$ cat src/rtl/ysyx_bus_pkg.sv
// ---------------------------------------------------------------------------
// ysyx_bus_pkg
// Shared definitions for the read-channel arbiter in front of the AXI4
// master port: FSM state encoding, AXI burst/ID constants and the helper
// that turns an LSU byte mask into an AXI transfer size.
// ---------------------------------------------------------------------------
`ifndef YSYX_XLEN
`define YSYX_XLEN 32
`endif

package ysyx_bus_pkg;

    typedef enum logic [1:0] {
        ST_IDLE = 2'd0,
        ST_ADDR = 2'd1,
        ST_DATA = 2'd2,
        ST_RESP = 2'd3
    } rd_state_e;

    localparam logic [1:0] AXI_BURST_INCR = 2'b01;
    localparam logic [3:0] ID_IFU         = 4'd0;
    localparam logic [3:0] ID_LSU         = 4'd1;
    localparam logic [2:0] SIZE_WORD      = 3'd2;

    // log2(popcount(rstrb)). Legal masks are 0x01/0x03/0x0F/0xFF, which give
    // 0/1/2/3; anything else rounds down to the nearest power of two.
    function automatic logic [2:0] rstrb_to_size(input logic [7:0] rstrb);
        logic [3:0] cnt;
        cnt = '0;
        for (int i = 0; i < 8; i++) begin
            cnt = cnt + {3'b000, rstrb[i]};
        end
        if (cnt >= 4'd8)      return 3'd3;
        else if (cnt >= 4'd4) return 3'd2;
        else if (cnt >= 4'd2) return 3'd1;
        else                  return 3'd0;
    endfunction

endpackage

$ cat src/rtl/ysyx_bus_rd_arb.sv
// ---------------------------------------------------------------------------
// ysyx_bus_rd_arb
// Shares one AXI4 AR/R channel pair between the IFU fetch port and the LSU
// load port. One outstanding single-beat read at a time, round-robin grant,
// completion returned to the winner as a one-cycle valid pulse. A sticky
// watchdog flag rises if the read data never arrives.
//
// Ports
//   clock, reset                 : clock (rising edge), async active-low reset
//   ifu_araddr/ifu_arvalid       : fetch request (held until out_ifu_rvalid)
//   out_ifu_rdata/out_ifu_rvalid : fetch completion
//   lsu_araddr/lsu_arvalid       : load request (held until out_lsu_rvalid)
//   lsu_rstrb                    : load byte mask (0x01/0x03/0x0F/0xFF)
//   out_lsu_rdata/out_lsu_rvalid : load completion
//   out_rerr                     : non-OKAY response, alongside either rvalid
//   out_timeout                  : sticky watchdog flag
//   io_master_ar*                : AXI4 read address channel
//   io_master_r*                 : AXI4 read data channel
// ---------------------------------------------------------------------------
module ysyx_bus_rd_arb
    import ysyx_bus_pkg::*;
#(
    parameter int XLEN    = `YSYX_XLEN,
    parameter int TIMEOUT = 1023
) (
    input  logic            clock,
    input  logic            reset,

    input  logic [XLEN-1:0] ifu_araddr,
    input  logic            ifu_arvalid,
    output logic [XLEN-1:0] out_ifu_rdata,
    output logic            out_ifu_rvalid,

    input  logic [XLEN-1:0] lsu_araddr,
    input  logic            lsu_arvalid,
    input  logic [7:0]      lsu_rstrb,
    output logic [XLEN-1:0] out_lsu_rdata,
    output logic            out_lsu_rvalid,

    output logic            out_rerr,
    output logic            out_timeout,

    output logic [1:0]      io_master_arburst,
    output logic [2:0]      io_master_arsize,
    output logic [7:0]      io_master_arlen,
    output logic [3:0]      io_master_arid,
    output logic [XLEN-1:0] io_master_araddr,
    output logic            io_master_arvalid,
    input  logic            io_master_arready,

    input  logic [3:0]      io_master_rid,
    input  logic            io_master_rlast,
    input  logic [XLEN-1:0] io_master_rdata,
    input  logic [1:0]      io_master_rresp,
    input  logic            io_master_rvalid,
    output logic            io_master_rready
);

    localparam int             CW     = (TIMEOUT < 2) ? 1 : $clog2(TIMEOUT + 1);
    localparam logic [CW-1:0]  TMO    = CW'(TIMEOUT);
    localparam logic [CW-1:0]  TMO_M1 = CW'(TIMEOUT - 1);

    rd_state_e       state_q, state_d;
    logic            last_lsu_q;
    logic            owner_lsu_q;
    logic [XLEN-1:0] addr_q;
    logic [2:0]      size_q;
    logic [3:0]      id_q;
    logic [XLEN-1:0] rdata_q;
    logic [1:0]      rresp_q;
    logic [CW-1:0]   wdog_q;
    logic            timeout_q;

    logic            any_req;
    logic            grant_lsu;
    logic            grant;
    logic [2:0]      lsu_size_raw;
    logic [2:0]      lsu_size;
    logic            ar_fire;
    logic            r_last_fire;

    // Routing is by the latched owner, so the response ID is not needed.
    logic unused_rid;
    assign unused_rid = ^io_master_rid;

    // ------------------------------------------------------------------
    // Arbitration: a lone requester always wins; on a tie the port that
    // did not win last time goes first.
    // ------------------------------------------------------------------
    assign any_req      = ifu_arvalid | lsu_arvalid;
    assign grant_lsu    = lsu_arvalid & (~ifu_arvalid | ~last_lsu_q);
    assign grant        = (state_q == ST_IDLE) & any_req;
    assign lsu_size_raw = rstrb_to_size(lsu_rstrb);
    assign lsu_size     = ((XLEN == 32) && (lsu_size_raw > SIZE_WORD)) ? SIZE_WORD
                                                                       : lsu_size_raw;

    assign ar_fire     = (state_q == ST_ADDR) & io_master_arready;
    // rready is high exactly in DATA, so a DATA-state rvalid is a handshake.
    assign r_last_fire = (state_q == ST_DATA) & io_master_rvalid & io_master_rlast;

    // ------------------------------------------------------------------
    // FSM
    // ------------------------------------------------------------------
    // NOTE: non-blocking assignments in clocked blocks so every register
    // samples pre-edge values regardless of statement order.
    always_ff @(posedge clock or negedge reset) begin
        if (!reset) state_q <= ST_IDLE;
        else        state_q <= state_d;
    end

    // NOTE: every output of this block gets a default first, otherwise a
    // path that skips the assignment infers a latch.
    always_comb begin
        state_d           = state_q;
        io_master_arvalid = 1'b0;
        io_master_rready  = 1'b0;
        out_ifu_rvalid    = 1'b0;
        out_lsu_rvalid    = 1'b0;
        out_rerr          = 1'b0;
        case (state_q)
            ST_IDLE: begin
                if (any_req) state_d = ST_ADDR;
            end
            ST_ADDR: begin
                io_master_arvalid = 1'b1;
                if (io_master_arready) state_d = ST_DATA;
            end
            ST_DATA: begin
                io_master_rready = 1'b1;
                if (io_master_rvalid && io_master_rlast) state_d = ST_RESP;
            end
            ST_RESP: begin
                // Requests are not sampled here, so a port still holding
                // arvalid for one more cycle is not granted twice.
                out_ifu_rvalid = ~owner_lsu_q;
                out_lsu_rvalid = owner_lsu_q;
                out_rerr       = |rresp_q;
                state_d        = ST_IDLE;
            end
            default: state_d = ST_IDLE;
        endcase
    end

    // ------------------------------------------------------------------
    // Request latch, response capture and watchdog
    // ------------------------------------------------------------------
    // NOTE: the request latch and response registers are plain flops, so
    // they are reset along with the control state; the outputs they drive
    // must read 0 out of reset.
    always_ff @(posedge clock or negedge reset) begin
        if (!reset) begin
            last_lsu_q  <= 1'b0;
            owner_lsu_q <= 1'b0;
            addr_q      <= '0;
            size_q      <= '0;
            id_q        <= '0;
            rdata_q     <= '0;
            rresp_q     <= '0;
            wdog_q      <= '0;
            timeout_q   <= 1'b0;
        end else begin
            if (grant) begin
                owner_lsu_q <= grant_lsu;
                last_lsu_q  <= grant_lsu;
                addr_q      <= grant_lsu ? lsu_araddr : ifu_araddr;
                size_q      <= grant_lsu ? lsu_size   : SIZE_WORD;
                id_q        <= grant_lsu ? ID_LSU     : ID_IFU;
            end

            // Non-last beats are accepted and dropped.
            if (r_last_fire) begin
                rdata_q <= io_master_rdata;
                rresp_q <= io_master_rresp;
            end

            if (ar_fire) begin
                wdog_q <= '0;
            end else if ((state_q == ST_DATA) && (wdog_q != TMO)) begin
                wdog_q <= wdog_q + CW'(1);
            end

            // Set on the edge where the counter reaches TIMEOUT so the flag
            // is visible in the same cycle as the saturated count.
            if ((state_q == ST_DATA) && (wdog_q == TMO_M1)) begin
                timeout_q <= 1'b1;
            end
        end
    end

    // AR fields come only from the latch, so they hold steady through an
    // AR stall even if the requester lets go of its arvalid.
    assign io_master_araddr  = addr_q;
    assign io_master_arsize  = size_q;
    assign io_master_arid    = id_q;
    assign io_master_arlen   = 8'd0;
    assign io_master_arburst = AXI_BURST_INCR;

    assign out_ifu_rdata = rdata_q;
    assign out_lsu_rdata = rdata_q;
    assign out_timeout   = timeout_q;

    generate
        if (XLEN == 32) begin : g_arsize_chk
            a_arsize_word : assert property (@(posedge clock) disable iff (!reset)
                                             io_master_arsize <= SIZE_WORD);
        end
    endgenerate

endmodule

$ cat config.mk
export PLATFORM = sky130hd
export DESIGN_NAME = ysyx_bus_rd_arb
export DESIGN_NICKNAME = d
export VERILOG_FILES = /design/src/rtl/ysyx_bus_pkg.sv /design/src/rtl/ysyx_bus_rd_arb.sv
export SDC_FILE = /design/constraint.sdc
export NUM_CORES = 1
export LEC_CHECK = 0
export ABC_AREA = 1
export BUFFER_PORTS_ARGS = -buffer_cell sky130_fd_sc_hd__buf_4
export CELL_PAD_IN_SITES_DETAIL_PLACEMENT = 0
export CELL_PAD_IN_SITES_GLOBAL_PLACEMENT = 1
export CORE_MARGIN = 2
export CORE_UTILIZATION = 34
export DETAILED_ROUTE_END_ITERATION = 7
export GPL_ROUTABILITY_DRIVEN = 1
export PLACE_DENSITY = 0.83
export SYNTH_ARGS = -nofsm -noshare
export SYNTH_HDL_FRONTEND = slang
export SYNTH_SLANG_ARGS = --single-unit
$ cat constraint.sdc
create_clock -name clock -period 4.57 [get_ports clock]
set_clock_uncertainty 0.2 [all_clocks]
set_input_delay 1.371 -clock clock [delete_from_list [all_inputs] [get_ports clock]]
set_output_delay 1.371 -clock clock [all_outputs]
set_load 0.05 [all_outputs]
* Yosys cells after proc, flatten, opt, wreduce, memory -nomap -nowiden
Index checks and enable logic that the tools add are counted.
** Storage, ports and cells
- Flip-flop bits (word level) :: 87
- Word-level logic and storage cells :: 63
- Input port bits :: 117
- Output and inout bits :: 119
** Operators by class
- Equality and inequality tests :: 8
- $add $sub $neg :: 8
- Reductions and logical operators :: 7
- Order comparisons :: 4
- Bitwise operators :: 9
- Multiplexer cells :: 18
** Operators by type and width (number)
- two-way mux 32 bit :: 1
- two-way mux 10 bit :: 2
- adder 4 x 1 -> 4 bit :: 4
- adder 10 x 1 -> 10 bit (second input constant) :: 1
- == test 10 bit (second input constant) :: 1
- inequality test 10 bit (second input constant) :: 1
- two-way mux 3 bit :: 3
- two-way mux 2 bit :: 4
- one-hot mux 2 bit (4 select lines) :: 1
- two-way mux 1 bit :: 7
- AND 1 bit :: 5
- adder 3 x 1 -> 4 bit :: 1
- == test 2 bit (second input constant) :: 2
- >= comparator 4 x 2 -> 1 bit (second input constant) :: 1
- >= comparator 4 x 3 -> 1 bit (second input constant) :: 1
- >= comparator 4 bit (second input constant) :: 1
- inequality test 2 bit (second input constant) :: 2
- adder 2 x 1 -> 3 bit :: 1
- greater-than comparator 3 x 2 -> 1 bit (second input constant) :: 1
- logical AND 1 bit :: 3
- AND reduction 3 bit :: 1
- adder 1 x 1 -> 2 bit :: 1
- == test 2 x 1 -> 1 bit (second input constant) :: 1
- logical NOT 2 bit :: 1
- 5 further kinds :: 7

* Depth between registers and ports, before layout
- Depth after elaboration :: 14
- Mapped depth :: 13
- Depth with buffers taken out :: 13

* Worst setup path before layout
Ideal clock, no wire load.
- Kind :: input-to-reg
- From :: input port lsu_rstrb[0]
- To :: register size_q[1], in the netlist io_master_arsize[1]
- Path slack :: 0.365 ns
- Buffers on the path :: 0
- Library setup time :: 0.119 ns
- Data arrival time :: 3.886 ns
- Required time :: 4.251 ns
- Stages :: 13
- Path through :: fa_1 inv_1 fa_1 fa_1 inv_1 ha_1 inv_1 fa_1 nor2_1 nand2_1 nand2_1 o2111ai_1 o21a_1
** Between the ends
- Cells in the longest elaborated chain, start to end :: 14
- Elaborated cells between the ends (all ways) :: 16
- Those cells by class :: add/sub (7); order compare (4); mux (5)
** RTL lines
- start, declared :: line ysyx_bus_rd_arb.sv:36 : input logic [7:0] lsu_rstrb,
- adder 1 x 1 -> 2 bit (*) :: line ysyx_bus_pkg.sv:31 : cnt = cnt + {3'b000, rstrb[i]};
- adder 2 x 1 -> 3 bit (*) :: line ysyx_bus_pkg.sv:31
- adder 3 x 1 -> 4 bit (*) :: line ysyx_bus_pkg.sv:31
- adder 4 x 1 -> 4 bit (*) (4 in series) :: line ysyx_bus_pkg.sv:31
- >= comparator 4 x 2 -> 1 bit :: line ysyx_bus_pkg.sv:35 : else if (cnt >= 4'd2) return 3'd1;
- two-way mux 1 bit :: line ysyx_bus_pkg.sv:35
- two-way mux 2 bit :: line ysyx_bus_pkg.sv:34 : else if (cnt >= 4'd4) return 3'd2;
- two-way mux 3 bit (*) :: line ysyx_bus_pkg.sv:33 : if (cnt >= 4'd8) return 3'd3;
- greater-than comparator 3 x 2 -> 1 bit :: line ysyx_bus_rd_arb.sv:94 : assign lsu_size = ((XLEN == 32) && (lsu_size_raw > SIZE_WORD)) ? SIZE_WORD
- two-way mux 3 bit (*) :: line ysyx_bus_rd_arb.sv:94
- two-way mux 3 bit (*) :: line ysyx_bus_rd_arb.sv:166 : size_q <= grant_lsu ? lsu_size : SIZE_WORD;
- end signal, assigned :: line ysyx_bus_rd_arb.sv:166
- end, declared :: line ysyx_bus_rd_arb.sv:67 : logic [2:0] size_q;
Every way passes the cells marked *; elsewhere a longest branch is shown, timed or not.
A chain may end at the register's enable or synchronous reset.

* Worst setup path after layout
- From :: input port lsu_rstrb[0]
- To :: register size_q[0], in the netlist io_master_arsize[0]
The elaborated chain is that of the path after synthesis.

==> results.md <==
- Mapped Area: 4280 µm²
- Total GRT Usage: 0.161
- Status: finished, final reports clean
- Largest net degree at the start of global routing: 83
- Final Setup Violations: 0
- Synth area leader: dfrtp_1
- Hold wc startpoint: out_timeout
- Sw Share: 0.539
- Largest delay share family, worst path: adder cells
- Combinational Power Share: 0.622
- Syn Inst Count: 449
- Asr flop ratio synth: 1.00
- Rel. slew slack: 0.305
- Max capacitance violation total: 0
- Post-CTS Setup Bufs: 0
- CTS max path bufs: 2
- Crit start category: input pin
- Final period util: 0.927
- Reg2reg end: io_master_arsize[0]
- Antenna violations before repair: 0
- Top post-synthesis cells by area: dfrtp_1 (48%), mux2_2 (9.0%), buf_4 (8.4%), nand2_1 (6.5%), o21ai_0 (4.3%)
- Post-Syn Area per Cell: 9.52 µm²
- Worst slew pin tran: 1.04 ns
- Data required time of the critical path: 4.61 ns
- Internal: 2.40 mW
- Reg power frac: 0.250
- Initial DRC Count: 147
- Drt total wl: 11.0 mm
- GRT met2 Usage: 0.281
- Fin Hold WS: 0.273 ns
- Crit path kind: input pin to flop
- Initial Util: 0.352
- R2r setup slk: 2.32 ns
- Die Y: 116 µm
- Main flop type after synthesis: dfrtp_1
- Critical Path End Type: flop
- Final Slew Violations: 0
- Routed vias: 3551
- GR Util met3: 0.0410
- Clock transition at the registers of the reported paths: 0.06 ns
- Peak VDD IR: 332 µV
- Routability congestion estimate from global placement: 0.752
- Top Usage Layer GRT: met2
- Clock Sinks: 82
- Met1 Use GR: 0.191
- Power share of the clock group: 0.127
- Worst path slowest cell: fa_1
- Total power: 5.20 mW
- Port buffer count: 217
- GRT overflow: 0
- ANT nets after route: 0
- Data arrival, critical path: 4.28 ns
- Share of the synthesized area in the top cell type: 0.480
- Crit path max fanout: 2
- Avg WL per Cell: 13.8 µm
- Hold Crit Class: flop to flop
- Synthesis-to-finish area growth: 39.7%
- Hold-fix buffers, CTS: 0
- Ant diodes: 0
- Worst-Skew Late Latency: 0.33 ns
- CTS tree: built
- Worst R2R Path Depth: 5
- Worst Path Buf+Inv: 4
- FP Rows: 40
- CP peak stage delay: 0.53 ns
- Net switching power: 2.80 mW
- CTS H-tree lvls: 3
- Via density: 4.45
- Final-layout fill cell count: 1202
- Synth cell types: 33
- Post-synth EDFFs: 0
- Post-CTS Resized: 0
- Die Area: 13500 µm²
- Chip Width: 116 µm
- Sequential area share after synthesis: 0.480
- Post-DP HPWL: 8.31 mm
- CP cell instances: buf_4, fa_1, inv_1, fa_1, fa_1, inv_1, ha_1, inv_1, fa_1, nor2_1, nand2_1, nand2_1, o2111ai_1, o21ai_0
- Leak: 3.06 nW
- Endpoint, Worst Hold: out_timeout
- FMAX: 0.236 GHz
- Fin. Hold Viols: 0
- 1st-pass router iterations: 4
- Total CTS buffers: 9
- DRC Markers: 0
- Number of global-route vias before repair: 3453
- Min cycle time layout: 4.23 ns
- Final nets: 756
- Hold Crit Depth: 1
- Yosys warns: 0
- Layout cells sized above 1: 0.444
- First-pass GRT wire length: 16.9 mm
- Top cell by count, worst path: fa_1
- Cell chosen for the clock root: clkbuf_16
- Pwr Density: 871 nW/µm²
- Core area: 12200 µm²
- Flops & latches, synth: 82
- Fin Setup TNS: 0 ns
- FF-to-FF Start: owner_lsu_q
- RSZ-0062 raised after global routing: false
- I/O pin cnt: 236
-- how the worst max path moves through the flow --
| stage | depth (start not counted) | slack (ns) | startpoint | end |
|---|---|---|---|---|
| CTS | 14 | 0.34 | lsu_rstrb[0] | io_master_arsize[0] |
| detailed placement | 14 | 0.01 | lsu_rstrb[0] | io_master_arsize[0] |
| finish | 14 | 0.34 | lsu_rstrb[0] | io_master_arsize[0] |
| global placement | 14 | 0.12 | lsu_rstrb[0] | io_master_arsize[1] |
| floorplan | 13 | 0.36 | lsu_rstrb[0] | io_master_arsize[1] |
| global route | 14 | 0.23 | lsu_rstrb[0] | io_master_arsize[0] |
-- cells by family after synthesis --
kind of cell               synth area share
DFF                                   0.480
buffers and inverters                 0.137
muxes                                0.0895
other                               0.00176
AOI/OAI and AO/OA                    0.0966
adders and majority gates            0.0451
and+or+nand+nor                       0.144
xor gates and xnor gates            0.00615
-- synth_stat cells (7+ instances only) --
master and number:
nand2_1 74, o21ai_1 32, nand4_1 7, o21ai_0 37
nand3_1 7, mux2_2 34, nor2_1 43, buf_2 12
dfrtp_1 82, buf_4 48, inv_1 28, ha_1 9
-- per-layer routing --
metal,routed length (µm),up-vias
li1,-,1748
met1,4590,1618
met2,5310,172
met3,928,13
met4,214,0
met5,0,-
-- state kept, by name, summed over array words and instances (netlist names) --
name,flops
io_master_araddr,32
io_master_arsize,2
out_ifu_rdata,32
out_timeout,1
owner_lsu_q,1
rresp_q,2
state_q,2
wdog_q,10
-- cell usage in the layout (no fill, tap or decap), types with 7 or more instances in the layout --
| master | netlist | layout |
|---|---|---|
| mux2_2 | 34 | 34 |
| conb_1 | 2 | 14 |
| o21ai_1 | 32 | 32 |
| nand2_1 | 74 | 74 |
| ha_1 | 9 | 9 |
| dfrtp_1 | 82 | 82 |
| o21ai_0 | 37 | 37 |
| nand4_1 | 7 | 7 |
| nor2_1 | 43 | 43 |
| buf_4 | 48 | 218 |
| clkbuf_16 | 0 | 9 |
| nand3_1 | 7 | 7 |
| inv_1 | 28 | 28 |
-- power groups by stage --
| stage | Sequential [mW] | Combinational, mW | Clock [mW] |
|---|---|---|---|
| global route | 1.35 | 3.41 | 0.717 |
| CTS | 1.31 | 3.27 | 0.688 |
| floorplan | 2.26 | 1.51 | 0 |
| detailed placement | 1.31 | 3.27 | 0 |
| finish | 1.30 | 3.24 | 0.663 |
| global placement | 1.29 | 3.25 | 0 |
-- through the flow --
| stage | cell area [µm²] | std cells | setup slack [ns] | utilization |
|---|---|---|---|---|
| 5_1_grt | 5980 | 798 | 0.232 | 0.491 |
| 2_1_floorplan | 4320 | 461 | 0.365 | - |
| 3_3_place_gp | 5700 | 783 | 0.123 | 0.469 |
| 6_report | 5980 | 798 | 0.335 | 0.491 |
| 4_1_cts | 5980 | 798 | 0.339 | 0.491 |
| 3_5_place_dp | 5700 | 783 | 0.0111 | 0.469 |
-- final cells by class --
type / instances / area [µm²] / area share
clock buffer: 13 / 260 / 0.0436
clock inverter: 2 / 12.5 / 0.00209
inverter: 31 / 121 / 0.0203
multi-input combinational: 284 / 1680 / 0.282
sequential: 82 / 2050 / 0.343
tap: 168 / 210 / 0.0352
timing repair buffer: 218 / 1640 / 0.274
No activity file was read; power rests on OpenSTA's default activity.
